--- config.mk ---
export PLATFORM = sky130hd
export DESIGN_NAME = commit_controller_flat
export DESIGN_NICKNAME = d
export VERILOG_FILES = /design/src/rtl/commit_controller_pkg.sv /design/src/rtl/commit_controller_if.sv /design/src/rtl/commit_controller.sv /design/src/flat_wrapper.sv
export SDC_FILE = /design/constraint.sdc
export NUM_CORES = 1
export LEC_CHECK = 0
export BUFFER_PORTS_ARGS = -buffer_cell sky130_fd_sc_hd__buf_2
export CORE_MARGIN = 5
export CORE_UTILIZATION = 53
export DETAILED_ROUTE_END_ITERATION = 6
export GPL_TIMING_DRIVEN = 0
export PLACE_DENSITY = 0.82
export SLEW_MARGIN = 20
export SYNTH_ARGS = -nofsm -noshare
export SYNTH_HDL_FRONTEND = slang
export SYNTH_SLANG_ARGS = --single-unit
export TNS_END_PERCENT = 1
--- constraint.sdc ---
create_clock -name clk -period 3.8 [get_ports clk]
set_clock_uncertainty 0.15 [all_clocks]
set_input_delay 0 -clock clk [delete_from_list [all_inputs] [get_ports clk]]
set_output_delay 0 -clock clk [all_outputs]
set_load 0.01 [all_outputs]
--- src/rtl/commit_controller_pkg.sv ---
// Shared constants and types for the commit controller: ROB index width,
// FSM state encoding and the hard-wired zero register.
package commit_controller_pkg;

    localparam int ROB_W = 4;  // matches robsize

    localparam logic [4:0] REG_ZERO = 5'd0;

    typedef enum logic [1:0] {
        RUN     = 2'd0,
        MISP_WB = 2'd1,
        FLUSH   = 2'd2
    } state_t;

    // x0 is hard-wired, so only non-zero destinations reach the register file.
    function automatic logic writes_arch_reg(input logic writes_rd, input logic [4:0] rd);
        return writes_rd && (rd != REG_ZERO);
    endfunction

endpackage

--- src/rtl/commit_controller_if.sv ---
// Bundle of ROB head, decoder rename, register-file and fetch-redirect signals
// around the commit controller; master is the controller's view.
interface commit_controller_if #(
    parameter int ROB_W = commit_controller_pkg::ROB_W
) ();

    logic             rdy;

    logic             head_valid;
    logic             head_ready;
    logic [ROB_W-1:0] head_rob_id;
    logic             head_writes_rd;
    logic [4:0]       head_rd;
    logic [31:0]      head_value;
    logic             head_mispredict;
    logic [31:0]      head_target_pc;
    logic             commit_ack;

    logic             ren_valid;
    logic [4:0]       ren_rd;
    logic [ROB_W-1:0] ren_rob_id;
    logic             ren_ready;

    logic             need_set_reg_value;
    logic [4:0]       set_value_reg_id;
    logic [31:0]      set_val;
    logic [ROB_W-1:0] set_reg_rob_id;
    logic             need_set_reg_dep;
    logic [4:0]       set_dep_reg_id;
    logic [ROB_W-1:0] set_dep_rob_id;
    logic             clear;

    logic             redirect_valid;
    logic [31:0]      redirect_pc;
    logic             flushing;
    logic [31:0]      commit_count;

    modport master (
        input  rdy,
        input  head_valid, head_ready, head_rob_id, head_writes_rd, head_rd,
        input  head_value, head_mispredict, head_target_pc,
        output commit_ack,
        input  ren_valid, ren_rd, ren_rob_id,
        output ren_ready,
        output need_set_reg_value, set_value_reg_id, set_val, set_reg_rob_id,
        output need_set_reg_dep, set_dep_reg_id, set_dep_rob_id, clear,
        output redirect_valid, redirect_pc, flushing, commit_count
    );

    modport slave (
        output rdy,
        output head_valid, head_ready, head_rob_id, head_writes_rd, head_rd,
        output head_value, head_mispredict, head_target_pc,
        input  commit_ack,
        output ren_valid, ren_rd, ren_rob_id,
        input  ren_ready,
        input  need_set_reg_value, set_value_reg_id, set_val, set_reg_rob_id,
        input  need_set_reg_dep, set_dep_reg_id, set_dep_rob_id, clear,
        input  redirect_valid, redirect_pc, flushing, commit_count
    );

endinterface

--- src/rtl/commit_controller.sv ---
// In-order retirement and rename forwarding into the register file; on a
// mispredicted head: final writeback, then dependency clear plus fetch redirect.
module commit_controller #(
    parameter int FLUSH_CYCLES = 2
) (
    input  logic                 clk,
    input  logic                 rst,
    commit_controller_if.master  bus
);
    import commit_controller_pkg::*;

    localparam int               CNT_W      = (FLUSH_CYCLES > 1) ? $clog2(FLUSH_CYCLES) : 1;
    localparam logic [CNT_W-1:0] FLUSH_LAST = CNT_W'(FLUSH_CYCLES - 1);

    state_t           state;
    logic [CNT_W-1:0] flush_cnt;
    logic [31:0]      target_pc;
    logic             run;
    logic             commit;

    // Handshakes are withheld while in reset so the ROB and decoder never advance.
    assign run            = rst && bus.rdy && (state == RUN);
    assign commit         = run && bus.head_valid && bus.head_ready;
    assign bus.commit_ack = commit;
    assign bus.ren_ready  = run;

    always_ff @(posedge clk) begin
        if (!rst) begin
            state                  <= RUN;
            flush_cnt              <= '0;
            target_pc              <= '0;
            bus.need_set_reg_value <= 1'b0;
            bus.set_value_reg_id   <= '0;
            bus.set_val            <= '0;
            bus.set_reg_rob_id     <= '0;
            bus.need_set_reg_dep   <= 1'b0;
            bus.set_dep_reg_id     <= '0;
            bus.set_dep_rob_id     <= '0;
            bus.clear              <= 1'b0;
            bus.redirect_valid     <= 1'b0;
            bus.redirect_pc        <= '0;
            bus.flushing           <= 1'b0;
            bus.commit_count       <= '0;
        end else if (bus.rdy) begin
            bus.need_set_reg_value <= 1'b0;
            bus.need_set_reg_dep   <= 1'b0;
            bus.redirect_valid     <= 1'b0;
            case (state)
                RUN: begin
                    if (commit) begin
                        bus.commit_count <= bus.commit_count + 32'd1;
                        if (writes_arch_reg(bus.head_writes_rd, bus.head_rd)) begin
                            bus.need_set_reg_value <= 1'b1;
                            bus.set_value_reg_id   <= bus.head_rd;
                            bus.set_val            <= bus.head_value;
                            bus.set_reg_rob_id     <= bus.head_rob_id;
                        end
                        if (bus.head_mispredict) begin
                            state        <= MISP_WB;
                            bus.flushing <= 1'b1;
                            target_pc    <= bus.head_target_pc;
                        end
                    end
                    // A rename beside a mispredict commit is younger; the flush wipes it.
                    if (bus.ren_valid && (bus.ren_rd != REG_ZERO)) begin
                        bus.need_set_reg_dep <= 1'b1;
                        bus.set_dep_reg_id   <= bus.ren_rd;
                        bus.set_dep_rob_id   <= bus.ren_rob_id;
                    end
                end
                MISP_WB: begin
                    state              <= FLUSH;
                    flush_cnt          <= '0;
                    bus.clear          <= 1'b1;
                    bus.redirect_valid <= 1'b1;
                    bus.redirect_pc    <= target_pc;
                end
                FLUSH: begin
                    if (flush_cnt == FLUSH_LAST) begin
                        state        <= RUN;
                        bus.clear    <= 1'b0;
                        bus.flushing <= 1'b0;
                    end else begin
                        flush_cnt <= flush_cnt + 1'b1;
                    end
                end
                default: state <= RUN;
            endcase
        end
    end

endmodule

--- src/flat_wrapper.sv ---
// flat-port wrapper written by rule: the top's interface ports become plain ports
module commit_controller_flat import commit_controller_pkg::*;
#(
    parameter int FLUSH_CYCLES = 2
)
  (clk, rst, bus_rdy, bus_head_valid, bus_head_ready, bus_head_rob_id, bus_head_writes_rd, bus_head_rd, bus_head_value, bus_head_mispredict, bus_head_target_pc, bus_commit_ack, bus_ren_valid, bus_ren_rd, bus_ren_rob_id, bus_ren_ready, bus_need_set_reg_value, bus_set_value_reg_id, bus_set_val, bus_set_reg_rob_id, bus_need_set_reg_dep, bus_set_dep_reg_id, bus_set_dep_rob_id, bus_clear, bus_redirect_valid, bus_redirect_pc, bus_flushing, bus_commit_count);
  commit_controller_if #(.ROB_W(4)) bus_i ();
  input  logic clk;
  input  logic rst;
  input wire logic [$bits(bus_i.rdy)-1:0] bus_rdy;
  input wire logic [$bits(bus_i.head_valid)-1:0] bus_head_valid;
  input wire logic [$bits(bus_i.head_ready)-1:0] bus_head_ready;
  input wire logic [$bits(bus_i.head_rob_id)-1:0] bus_head_rob_id;
  input wire logic [$bits(bus_i.head_writes_rd)-1:0] bus_head_writes_rd;
  input wire logic [$bits(bus_i.head_rd)-1:0] bus_head_rd;
  input wire logic [$bits(bus_i.head_value)-1:0] bus_head_value;
  input wire logic [$bits(bus_i.head_mispredict)-1:0] bus_head_mispredict;
  input wire logic [$bits(bus_i.head_target_pc)-1:0] bus_head_target_pc;
  output wire logic [$bits(bus_i.commit_ack)-1:0] bus_commit_ack;
  input wire logic [$bits(bus_i.ren_valid)-1:0] bus_ren_valid;
  input wire logic [$bits(bus_i.ren_rd)-1:0] bus_ren_rd;
  input wire logic [$bits(bus_i.ren_rob_id)-1:0] bus_ren_rob_id;
  output wire logic [$bits(bus_i.ren_ready)-1:0] bus_ren_ready;
  output wire logic [$bits(bus_i.need_set_reg_value)-1:0] bus_need_set_reg_value;
  output wire logic [$bits(bus_i.set_value_reg_id)-1:0] bus_set_value_reg_id;
  output wire logic [$bits(bus_i.set_val)-1:0] bus_set_val;
  output wire logic [$bits(bus_i.set_reg_rob_id)-1:0] bus_set_reg_rob_id;
  output wire logic [$bits(bus_i.need_set_reg_dep)-1:0] bus_need_set_reg_dep;
  output wire logic [$bits(bus_i.set_dep_reg_id)-1:0] bus_set_dep_reg_id;
  output wire logic [$bits(bus_i.set_dep_rob_id)-1:0] bus_set_dep_rob_id;
  output wire logic [$bits(bus_i.clear)-1:0] bus_clear;
  output wire logic [$bits(bus_i.redirect_valid)-1:0] bus_redirect_valid;
  output wire logic [$bits(bus_i.redirect_pc)-1:0] bus_redirect_pc;
  output wire logic [$bits(bus_i.flushing)-1:0] bus_flushing;
  output wire logic [$bits(bus_i.commit_count)-1:0] bus_commit_count;
  assign bus_i.rdy = bus_rdy;
  assign bus_i.head_valid = bus_head_valid;
  assign bus_i.head_ready = bus_head_ready;
  assign bus_i.head_rob_id = bus_head_rob_id;
  assign bus_i.head_writes_rd = bus_head_writes_rd;
  assign bus_i.head_rd = bus_head_rd;
  assign bus_i.head_value = bus_head_value;
  assign bus_i.head_mispredict = bus_head_mispredict;
  assign bus_i.head_target_pc = bus_head_target_pc;
  assign bus_commit_ack = bus_i.commit_ack;
  assign bus_i.ren_valid = bus_ren_valid;
  assign bus_i.ren_rd = bus_ren_rd;
  assign bus_i.ren_rob_id = bus_ren_rob_id;
  assign bus_ren_ready = bus_i.ren_ready;
  assign bus_need_set_reg_value = bus_i.need_set_reg_value;
  assign bus_set_value_reg_id = bus_i.set_value_reg_id;
  assign bus_set_val = bus_i.set_val;
  assign bus_set_reg_rob_id = bus_i.set_reg_rob_id;
  assign bus_need_set_reg_dep = bus_i.need_set_reg_dep;
  assign bus_set_dep_reg_id = bus_i.set_dep_reg_id;
  assign bus_set_dep_rob_id = bus_i.set_dep_rob_id;
  assign bus_clear = bus_i.clear;
  assign bus_redirect_valid = bus_i.redirect_valid;
  assign bus_redirect_pc = bus_i.redirect_pc;
  assign bus_flushing = bus_i.flushing;
  assign bus_commit_count = bus_i.commit_count;
  commit_controller #(.FLUSH_CYCLES(FLUSH_CYCLES)) u_core (.clk(clk), .rst(rst), .bus(bus_i));
endmodule
Word-level counts from Yosys, hierarchy flattened

Index checks and enable logic that the tools add are counted.

Bits of input ports: 90
Word-level logic and storage cells: 59
Output and inout port bits: 121
Flip-flop bits (word level): 154

Reduce and logical (&&, ||, !) cells: 20
Muxes and demuxes: 17
Equality and inequality tests: 5
$add $sub $neg: 2

Operators with widths:

| operator                | number |
|---|---|
| $add A32 B1 Y32 const B | 1 |
| $reduce_and A4 Y1       | 3 |
| $mux W1                 | 10 |
| $reduce_bool A5 Y1      | 2 |
| $reduce_and A3 Y1       | 3 |
| $logic_and A1 B1 Y1     | 6 |
| $mux W2                 | 3 |
| $pmux W1 S2             | 3 |
| $pmux W2 S3             | 1 |
| $reduce_and A5 Y1       | 1 |
| $ne A2 B2 Y1 const B    | 2 |
| $reduce_and A2 Y1       | 2 |
| $reduce_bool A2 Y1      | 2 |
| $eq A2 B1 Y1 const B    | 1 |
| $eq A2 B2 Y1 const B    | 1 |
| $logic_not A2 Y1        | 1 |
| $ne A2 B1 Y1 const B    | 1 |
| $add A1 B1 Y1 const B   | 1 |

Longest topological paths before layout

Word-level depth: 6
Mapped depth: 9
Depth with buffers taken out: 7

Worst setup path before layout

OpenSTA, ideal clock, no wires.

Path kind: register to register
Start: register u_core.state[0]
End: register u_core.bus.commit_count[27]
Data required time: 3.580 ns
Period minus slack after synthesis: 2.229 ns
Stages on the path, launching flop included: 7
Library setup time: 0.070 ns
Setup slack: 1.571 ns
Data arrival time: 2.009 ns
Cells stage by stage: dfxtp_1 inv_1 ha_1 nand4_4 or4_4 or4_1 a21oi_1

Longest elaborated chain between the ends: 5

Ends and longest elaborated chain:

| what                             | RTL line                                         | source |
|---|---|---|
| start, declared                  | commit_controller.sv:15                          | `state_t state;` |
| start signal, assigned           | commit_controller.sv:29                          | `state <= RUN;` |
| start signal, assigned           | commit_controller.sv:59                          | `state <= MISP_WB;` |
| start signal, assigned           | commit_controller.sv:72                          | `state <= FLUSH;` |
| $logic_not A2 Y1 *               | commit_controller.sv:22, commit_controller.sv:48 |  |
| $logic_and A1 B1 Y1              | commit_controller.sv:22                          | `assign run = rst && bus.rdy && (state == RUN);` |
| $logic_and A1 B1 Y1 (2 in a row) | commit_controller.sv:23                          | `assign commit = run && bus.head_valid && bus.head_ready;` |
| $reduce_and A3 Y1 (no line) *    | n/a                                              |  |
| end signal, assigned             | commit_controller.sv:51                          | `bus.commit_count <= bus.commit_count + 32'd1;` |
| end, declared                    | commit_controller_if.sv:47                       | `output redirect_valid, redirect_pc, flushing, commit_count` |

Mark *: on every way between the ends. The rest lies on a longest branch, timed or not.
A chain may end at the register's enable or synchronous reset.

Worst setup path in the final report

Start: register u_core.state[0]
End: register u_core.target_pc[0]

Longest elaborated chain between the ends: 5

Ends and longest elaborated chain:

| what                             | RTL line                                         | source |
|---|---|---|
| $logic_not A2 Y1 *               | commit_controller.sv:22, commit_controller.sv:48 |  |
| $logic_and A1 B1 Y1              | commit_controller.sv:22                          |  |
| $logic_and A1 B1 Y1 (2 in a row) | commit_controller.sv:23                          |  |
| $reduce_and A4 Y1 (no line) *    | n/a                                              |  |
| end signal, assigned             | commit_controller.sv:61                          | `target_pc <= bus.head_target_pc;` |
| end, declared                    | commit_controller.sv:17                          | `logic [31:0] target_pc;` |

Marks and branches as above.

==> summary.md <==
| Metric | Value |
|---|---|
| Initial Utilization | 0.541 |
| Fmax | 0.299 GHz |
| CTS H-Tree Depth | 4 |
| Setup TNS Final | 0 ns |
| Power per Cell Area | between 400 and 500 nW/µm² |
| Non-filler cells, final | approximately 1200 |
| Hold WC Path Type | input port to flop |
| Yosys warnings | 0 |
| Crit path arrival time | approximately 3.6 ns |
| Status | finished clean |
| Wire per inst | roughly 17 µm |
| Fin crit share | 0.880 |
| # DRC | 0 |
| CTS Sinks | 154 |
| Finish-stage setup viols | 0 |
| Detail Placement HPWL | 12100 µm |
| Longest Clk Path Bufs | 2 |
| Clock slew at reported path FFs | 0.06 ns |
| CP Class | flop to flop |
| Gp weighted congestion | 0.815 |
| Die X | 115 µm |
| IO Port Bufs | 210 |
| R2R Path End | u_core.target_pc[0] |
| Remaining antenna violation count | 0 |
| Share of layout cells above drive strength 1 | 0.231 |
| Total grt overflow | 0 |
| R2R Setup Slk | approximately 0.45 ns |
| Placed insts | 1066 |
| Total track usage | 0.300 |
| Hold Slack | 0.0658 ns |
| Worst setup margin | roughly 0.45 ns |
| Full die area | 13200 µm² |
| IO Count | 211 |
| Final wirelength | between 20000 and 25000 µm |
| Row cnt | 38 |
| Core area | 10800 µm² |
| Antenna violations before repair | 2 |
| Largest net degree at the start of global routing | 17 |
| Sequential element share of the synthesized area | 0.528 |
| Clk_lat worst skew | 0.52 ns |
| Worst path cell trace | inv_1 -> ha_1 -> nand3_1 -> clkinv_1 -> and3_1 -> clkbuf_1 -> nand2_1 -> dlygate4sd3_1 -> a21oi_1 -> dlygate4sd3_1 |
| Setup crit end kind | flop |
| Syn nets | 812 |
| Seq cells post-synth | around 150 |
| Number of global-route vias before repair | 6507 |
| Unrepaired setup endpoints after global routing | no |
| Avg Inst Size Synth | 8.15 µm² |
| CP startpoint | u_core.state[0] |
| Synthesized area | 5830 µm² |
| CTS buffer count | 17 |
| Final Util | 0.808 |
| Crit path max fanout | 8 |
| CTS resizes | 0 |
| Path depth of the worst reg2reg path | 10 |
| Root Driver | clkbuf_8 |
| Total number of vias | 6489 |
| Pre-CTS WS | 1.21 ns |
| First-pass GRT wire length | 31300 µm |
| Slew Viols, Final | 0 |
| Tightest Pin Transition | ~0.76 ns |
| Critical R2R Launch | u_core.state[0] |
| Req. time, crit path | between 4 and 5 ns |
| CP dominant cell by count | dlygate4sd3_1 |
| Max Cap Viol | 0 |
| Die H | 115 µm |
| Commonest non-fill, non-tap cell in the layout | nand2_1 |
| Most frequent cells in the layout | nand2_1 (234), buf_2 (210), dfxtp_1 (154) |
| Largest stage delay on the critical path | 0.58 ns |
| Slew HR | 0.496 |
| Leakage power | between 0.003 and 0.004 µW |
| VDD IR max | 0.332 mV |
| DR pass1 iterations | 5 |
| Worst setup path endpoint | u_core.target_pc[0] |
| Initial DRC Count | ~540 |
| Routed vias/inst | 5.37 |
| Final hold viol count | 0 |
| CP max stage cell | dlygate4sd3_1 |
| Critical Path Start Type | flop |
| Final min period | 3.35 ns |
| Mapped Cells | between 700 and 800 |
| Unique cell type count in the Yosys netlist | 36 |
| CTS tree | done |
| Fill cells | 668 |
| Area growth, synth to finish | 49.5% |
| Final #Nets | 1147 |
cells in the mapped netlist (all sizes together):
cell type	count	share of area
a41oi	1	0.0015
ha	6	0.013
a21oi	135	0.12
nand4	8	0.011
nor2	17	0.011
or4b	1	0.0024
o31ai	10	0.013
clkinv	2	0.0013
or3	11	0.012
nand2	234	0.15
xnor2	4	0.0060
clkbuf	43	0.028
o2111ai	1	0.0015
buf	5	0.0077
nand2b	4	0.0043
inv	7	0.0045
nor3	2	0.0017
a22oi	2	0.0026
nand3	13	0.011
o32ai	1	0.0015
dfxtp	154	0.53
or4	13	0.017
xor2	3	0.0045
o21ai	12	0.011
o41ai	3	0.0045
and4	5	0.0075
and3	5	0.0054
o2111a	1	0.0019
o311ai	3	0.0045
mux2i	7	0.012
and2	3	0.0032
power breakdown:
group,leakage (µW),switching [µW],internal [µW]
Clock,0.000288,623,1050
Sequential,0.00124,10.8,1630
Combinational,0.00205,125,136
metal layers:
layer,vias to the layer above,part of all wire,track usage
li1,3091,-,-
met4,0,0.039,0.176
met5,-,0,0
met1,3017,0.38,0.333
met3,72,0.078,0.0774
met2,309,0.50,0.516
stage by stage:
stage          instance area, µm²  total power [µW]
2_1_floorplan                5830              1750
5_1_grt                      8710              3690
3_3_place_gp                 7060              1840
4_1_cts                      8710              3570
6_report                     8720              3570
3_5_place_dp                 7060              1850
flip-flops by register name, indices dropped and copies added, names as in the netlist:
| register | flops |
|---|---|
| u_core.bus.set_value_reg_id | 5 |
| u_core.bus.set_dep_reg_id | 5 |
| u_core.bus.clear | 1 |
| u_core.bus.redirect_valid | 1 |
| u_core.flush_cnt | 1 |
| u_core.bus.redirect_pc | 32 |
| u_core.bus.need_set_reg_dep | 1 |
| u_core.bus.set_val | 32 |
| u_core.bus.need_set_reg_value | 1 |
| u_core.bus.flushing | 1 |
| u_core.target_pc | 32 |
| u_core.bus.commit_count | 32 |
| u_core.bus.set_dep_rob_id | 4 |
| u_core.bus.set_reg_rob_id | 4 |
| u_core.state | 2 |
critical path, delay by kind of cell (launching register included):
| family | cells | cell delay [ns] |
|---|---|---|
| flops | 1 | 0.38 |
| buf+inv | 5 | 1.75 |
| simple gates | 3 | 0.58 |
| fa+ha+maj | 1 | 0.30 |
| compound gates | 1 | 0.06 |
final cells by class:
class | count | area (µm²) | area share
flip-flops and latches | 154 | 3080 | 0.354
multi-input cells | 505 | 2510 | 0.288
repair buffers | 316 | 2110 | 0.242
clock buffers | 23 | 467 | 0.0535
plain buffers | 48 | 206 | 0.0237
well taps | 140 | 175 | 0.0201
clock inverters | 8 | 118 | 0.0135
inverters | 9 | 33.8 | 0.00387
diodes | 6 | 15.0 | 0.00172
kinds of logic after synthesis:
logic type / after synthesis / share of synthesized area
xor+xnor: 7 / 0.0105
fa+ha+maj: 6 / 0.0129
simple gates: 316 / 0.237
buf+inv: 57 / 0.0412
mux: 7 / 0.0120
flops: 154 / 0.528
compound gates: 169 / 0.158
worst min path at each step:
stage / cells past startpoint / from / slack, ns / end
floorplan: 2 / bus_head_target_pc[0] / -0.01 / u_core.target_pc[0]
global placement: 3 / bus_ren_rob_id[2] / 0.08 / u_core.bus.set_dep_rob_id[2]
detailed placement: 3 / bus_ren_rob_id[2] / 0.09 / u_core.bus.set_dep_rob_id[2]
CTS: 5 / bus_ren_valid / 0.0009 / u_core.bus.set_dep_reg_id[2]
global route: 5 / bus_ren_valid / 0.08 / u_core.bus.set_dep_reg_id[2]
finish: 5 / bus_ren_valid / 0.07 / u_core.bus.set_dep_reg_id[2]
what timing repair did:
action | in CTS | in global routing
hold buffers | 106 | 0
setup buffers | 0 | 0
setup endpoints to repair | 0 | 0
endpoints found under the hold margin | 108 | 0
Note: power is estimated with default switching activity, not from simulation.
